--- src/rtl/fetch_pkg.sv ---
// Shared types and widths for the RV32I instruction fetch front end.
package fetch_pkg;

    localparam int XLEN       = 32;
    localparam int ILEN       = 32;
    localparam int INST_BYTES = 4;

    typedef enum logic [1:0] {
        F_REQ  = 2'd0,
        F_WAIT = 2'd1,
        F_HOLD = 2'd2
    } fetch_state_t;

endpackage

--- src/rtl/fetch_unit.sv ---
// Instruction fetch front end: one outstanding imem request, a single-entry
// output buffer toward decode, and redirect handling with squash of in-flight data.
//
// state  | meaning
// F_REQ  | request pending on imem at address pc
// F_WAIT | request accepted, waiting for the response (drop=1: discard it)
// F_HOLD | instruction buffered, presented to decode until accepted
module fetch_unit
    import fetch_pkg::*;
#(
    parameter logic [XLEN-1:0] RESET_PC = 32'h0000_0000
) (
    input  logic            clk,
    input  logic            rst,
    input  logic            redirect_valid,
    input  logic [XLEN-1:0] redirect_pc,
    output logic            imem_req_valid,
    input  logic            imem_req_ready,
    output logic [XLEN-1:0] imem_req_addr,
    input  logic            imem_rsp_valid,
    input  logic [ILEN-1:0] imem_rsp_data,
    output logic            inst_valid,
    input  logic            inst_ready,
    output logic [ILEN-1:0] inst_data,
    output logic [XLEN-1:0] inst_pc,
    output logic            misaligned
);

    fetch_state_t    state, state_next;
    logic [XLEN-1:0] pc, pc_next;
    logic            drop, drop_next;
    logic            buf_load;
    logic [XLEN-1:0] target;

    assign target = {redirect_pc[XLEN-1:2], 2'b00};

    always_comb begin
        state_next = state;
        pc_next    = pc;
        drop_next  = drop;
        buf_load   = 1'b0;
        case (state)
            F_REQ: begin
                if (imem_req_ready) begin
                    state_next = F_WAIT;
                    drop_next  = redirect_valid;
                end
            end
            F_WAIT: begin
                if (imem_rsp_valid) begin
                    drop_next = 1'b0;
                    if (drop || redirect_valid) begin
                        state_next = F_REQ;
                    end else begin
                        buf_load   = 1'b1;
                        state_next = F_HOLD;
                    end
                end else if (redirect_valid) begin
                    drop_next = 1'b1;
                end
            end
            F_HOLD: begin
                if (redirect_valid) begin
                    state_next = F_REQ;
                end else if (inst_ready) begin
                    pc_next    = pc + XLEN'(INST_BYTES);
                    state_next = F_REQ;
                end
            end
            default: begin
                state_next = F_REQ;
                drop_next  = 1'b0;
            end
        endcase
        // A redirect always wins over sequential advance, including a consumed F_HOLD
        if (redirect_valid) begin
            pc_next = target;
        end
    end

    always_ff @(posedge clk or posedge rst) begin
        if (rst) begin
            state      <= F_REQ;
            pc         <= RESET_PC;
            drop       <= 1'b0;
            misaligned <= 1'b0;
            inst_data  <= '0;
            inst_pc    <= '0;
        end else begin
            state <= state_next;
            pc    <= pc_next;
            drop  <= drop_next;
            if (redirect_valid && (redirect_pc[1:0] != 2'b00)) begin
                misaligned <= 1'b1;
            end
            if (buf_load) begin
                inst_data <= imem_rsp_data;
                inst_pc   <= pc;
            end
        end
    end

    assign imem_req_valid = (state == F_REQ);
    assign imem_req_addr  = pc;
    assign inst_valid     = (state == F_HOLD);

endmodule

--- config.mk ---
export PLATFORM = sky130hd
export DESIGN_NAME = fetch_unit
export DESIGN_NICKNAME = d
export VERILOG_FILES = /design/src/rtl/fetch_pkg.sv /design/src/rtl/fetch_unit.sv
export SDC_FILE = /design/constraint.sdc
export NUM_CORES = 1
export LEC_CHECK = 0
export BUFFER_PORTS_ARGS = -buffer_cell sky130_fd_sc_hd__buf_2
export CORE_ASPECT_RATIO = 0.7
export CORE_MARGIN = 10
export CORE_UTILIZATION = 45
export CTS_BUF_LIST = sky130_fd_sc_hd__clkbuf_4
export CTS_CLUSTER_DIAMETER = 150
export DETAILED_ROUTE_END_ITERATION = 7
export PLACE_DENSITY = 0.73
export SLEW_MARGIN = 20
export SYNTH_ARGS = -nofsm -noshare
export SYNTH_HDL_FRONTEND = slang
export SYNTH_SLANG_ARGS = --single-unit
--- constraint.sdc ---
create_clock -name clk -period 5.8 [get_ports clk]
set_input_delay 1.16 -clock clk [delete_from_list [all_inputs] [get_ports clk]]
set_output_delay 1.16 -clock clk [all_outputs]
set_load 0.1 [all_outputs]
Word level (Yosys, flattened, before mapping)
Cells that the tools add are included.

Input bits: 70. Output and inout bits: 99. Register bits: 100. Word-level logic and storage cells: 39.

Bitwise logic cells: 1. Muxes and demuxes: 16. Equality and inequality tests: 6. $add $sub $neg: 1. Reduce and logical (&&, ||, !) cells: 9.

Operators with widths (number): 2-to-1 mux 32 bit (3); adder 32 x 3 -> 32 bit, second input constant (1); 2-to-1 mux 2 bit (5); 2-to-1 mux 1 bit (6); one-hot mux 2 bit (3 select lines) (1); AND reduction 3 bit (2); nonzero test 2 bit (3); != test 3 x 2 -> 1 bit, second input constant (1); != test 3 bit, second input constant (1); one-hot mux 1 bit (3 select lines) (1); == test 2 x 1 -> 1 bit, second input constant (1); == test 2 bit, second input constant (1); logical NOT 2 bit (1); != test 2 x 1 -> 1 bit, second input constant (1); != test 2 bit, second input constant (1); AND reduction 2 bit (1); logical AND 1 bit (1); logical OR 1 bit (1); NOT 1 bit (1).

Depth between registers and ports, before layout
Depth in word-level cells: 4. Mapped depth: 7. Gate-level depth less buffers: 6.

Worst setup path before layout
No wires, ideal clock.

Kind: reg2out. Start: register state[1]. End: output port imem_req_valid. Buffers on the path: 1. Data arrival time: 1750 ps. Required time: 4640 ps. Path slack: 2890 ps. Cell stages (with the launch flop): 3. Path through: dfrtp_1 -> buf_4 -> nor2_1.

Word-level cells in the longest chain between the ends: 1.

Ends and longest elaborated chain: start, declared (line fetch_unit.sv:29) `fetch_state_t state, state_next;`; start signal, assigned (line fetch_unit.sv:90) `state <= state_next;`; logical NOT 2 bit (line fetch_unit.sv:103) `assign imem_req_valid = (state == F_REQ);`; end, declared (line fetch_unit.sv:17) `output logic imem_req_valid,`.

No other way between the ends.

Worst setup path in the final report
Start: input port redirect_valid. End: register inst_data[15].

Word-level cells in the longest chain between the ends: 4.

Ends and longest elaborated chain: start, declared (line fetch_unit.sv:15) `input logic redirect_valid,`; logical OR 1 bit (line fetch_unit.sv:52) `if (drop || redirect_valid) begin`; 2-to-1 mux 1 bit (line fetch_unit.sv:52); 2-to-1 mux 1 bit (line fetch_unit.sv:50) `if (imem_rsp_valid) begin`; 2-to-1 mux 1 bit (line fetch_unit.sv:42) `case (state)`; end signal, assigned (line fetch_unit.sv:97) `inst_data <= imem_rsp_data;`; end, declared (line fetch_unit.sv:24) `output logic [ILEN-1:0] inst_data,`.

No other way between the ends. A chain may end at the register's enable or synchronous reset.

==> results by group <==
Place
  • Routability-driven placement congestion ratio: 0.757
  • Pre-CTS setup slack: 1.91 ns
  • HPWL after DPL: about 8500 um
  • IO Port Bufs: between 150 and 200
  • Dpl cells: just over 600

Die
  • Initial core utilization: between 40% and 50%
  • IO Count: between 150 and 200
  • Die Wd: ~140 um
  • Total Die Area: 13800 um^2
  • Row Count: 29
  • Core ar.: around 9000 um^2
  • Die H: just over 100 um

Clocking
  • Post-CTS Hold Buffers: 0
  • CTS sink cnt: between 90 and 100
  • Clock Latency Late Sink: between 0.4 and 0.5 ns
  • Clk buf depth: 2
  • Clock transition at path regs: about 0.13 ns
  • CTS root buffer: clkbuf_4
  • Setup bufs post-CTS: 0
  • TritonCTS buffer count: 9
  • CTS tree: built
  • Htree depth: 3
  • # resized after CTS: 0

Synthesis
  • #FFs+latches synth: 96
  • EDFF count, synth: 0
  • Synth unique cells: 36
  • Cell taking the most area after synthesis: dfrtp_1
  • Synth top area cells: dfrtp_1, mux2_2, xor2_1
  • Syn Std Cell Area: 4240 um^2
  • Compound-gate portion of the synthesized area: between 3 and 4%
  • Fraction of registers with async set/reset: 100%
  • Area share of the largest cell type after synthesis: 56.6%
  • Xor-xnor portion of the synthesized cell area: 5.99%
  • Post-synthesis mux area share: between 15 and 20%
  • Main synth FF type: dfrtp_1
  • Warning count from the yosys run: 0
  • Synth Area in Adders: 0.295%
  • Seq/Total Area, Yosys: 56.6%
  • Syn_area_per_cell: approximately 12 um^2
  • Main combinational cell family by area after synthesis: multiplexers
  • Area share of and/or/nand/nor cells after synthesis: ~13%
  • Synth Instances: around 350

Final layout
  • Final Instance Count excl. Fillers: 634
  • Most common cell after layout, fill and taps aside: buf_2
  • P&R area growth vs syn: 24.6%
  • Fillers: ~800
  • Share of cells above drive strength 1: around half
  • Most frequent cells in the layout: buf_2, dfrtp_1, mux2_2, nand2_1, o21ai_0
  • Nets: approximately 580
  • Antenna Cells: 0

Global route
  • Largest net degree at the start of global routing: roughly 60
  • Grt ovf: 0
  • Initial antenna violation count: 0
  • Gr usage total: roughly 16%
  • First-pass GRT wire length: around 18000 um
  • Vias in the first global route: between 3000 and 4000

Routing
  • Routed vias: roughly 3200
  • Vias per Instance: 5.02
  • Starting DRT DRC Count: 105
  • Routed wire length: around 11000 um
  • Antenna-violating nets left: 0
  • TritonRoute pass-1 iters: 4
  • Drt wl/cell: approximately 17 um
  • DRC: 0

Worst hold path
  • Worst hold path type: flip-flop to flip-flop

Worst setup path
  • Worst Path Required: roughly 6 ns
  • Kind of critical path: primary input to flip-flop
  • Worst EP arrival: about 3.2 ns
  • CP max FO: 60
  • Crit. End Element: flip-flop
  • CP startpoint kind: primary input

STA
  • Tightest Pin Transition: between 0.9 and 1 ns
  • Slew Limit Fails: 0
  • Worst clock skew: 0.0190 ns
  • Fin. Hold Viols: 0
  • Peak Freq: between 0.3 and 0.4 GHz
  • Slew margin rel.: 38.0%
  • Setup WS post-layout: approximately 3.0 ns
  • Final setup vio count: 0
  • Final period utilization: between 40 and 50%
  • Time the worst path needs with I/O delays and setup: around 2.8 ns
  • Final TNS setup: 0 ns
  • Unrepaired setup endpoints after global routing: false

Job
  • Total of max-cap violations: 0

Run status
  • Outcome: finished, final reports clean
[worst max-delay path: stages]
cell     delay, ns
buf_2         0.39
nor2_1        0.27
nand3_1       0.15
nor2_4        0.42
buf_4         0.38
mux2_2        0.38
[stage by stage]
stage	util [%]	hold WS (ns)	area, um^2
floorplan	-	0.478	4250
global placement	56.4	0.449	5160
detailed placement	56.4	0.457	5160
CTS	57.5	0.490	5260
global route	57.8	0.528	5280
finish	57.8	0.484	5280
[final timing paths]
check,from,end,slack [ns],depth (start not counted)
setup / recovery,redirect_valid,inst_data[15],2.95,6
hold / removal,misaligned,misaligned,0.48,1
hold reg to reg,misaligned,misaligned,0.48,1
min in group asynchronous,rst,state[1],0.74,2
setup reg to reg,imem_req_addr[4],imem_req_addr[21],3.65,5
max in group asynchronous,rst,inst_data[18],3.95,3
[registers in the layout (all words and copies together) (netlist names)]
| name | flops |
|---|---|
| inst_pc | 30 |
| misaligned | 1 |
| state | 2 |
| drop | 1 |
| imem_req_addr | 30 |
| inst_data | 32 |
[Yosys cell counts, drive strengths merged (4+ instances only)]
library cell and instances:
buf 7, clkbuf 12, dfrtp 96, inv 4, mux2 66, nand2 37
nand3 10, nand4 12, nor2 13, nor4 6, o21ai 28, xnor2 10
xor2 19
[kinds of logic (layout without fill, tap and decap cells)]
group                    Yosys count  after routing
other                              1              4
flip-flops                        96             96
AND/OR/NAND/NOR                   97             97
XOR/XNOR                          29             29
adder cells (fa/ha/maj)            1              1
buffers and inverters             23            185
AO/OA/AOI/OAI                     31             31
multiplexers                      67             67
[metal layers]
metal	global-route usage, %	part of all wire, %	up-vias
li1	-	-	1525
met4	4.41	1.1	0
met5	0	0	-
met2	25.6	46	124
met3	9.20	13	13
met1	18.1	40	1521
[final cells by class]
type                       count  area, um^2  share of cell area (%)
tap                          124         155                    2.94
clock inverter                 3        11.3                   0.213
clock buffer                  11        82.6                    1.56
inverter                       4        17.5                   0.332
multi-input combinational    229        1760                    33.3
sequential                    96        2400                    45.5
timing repair buffer         167         856                    16.2
Power is left out: the tool's default activity adds up to more than one toggle a clock period on the data nets, which glitch-free logic cannot reach.
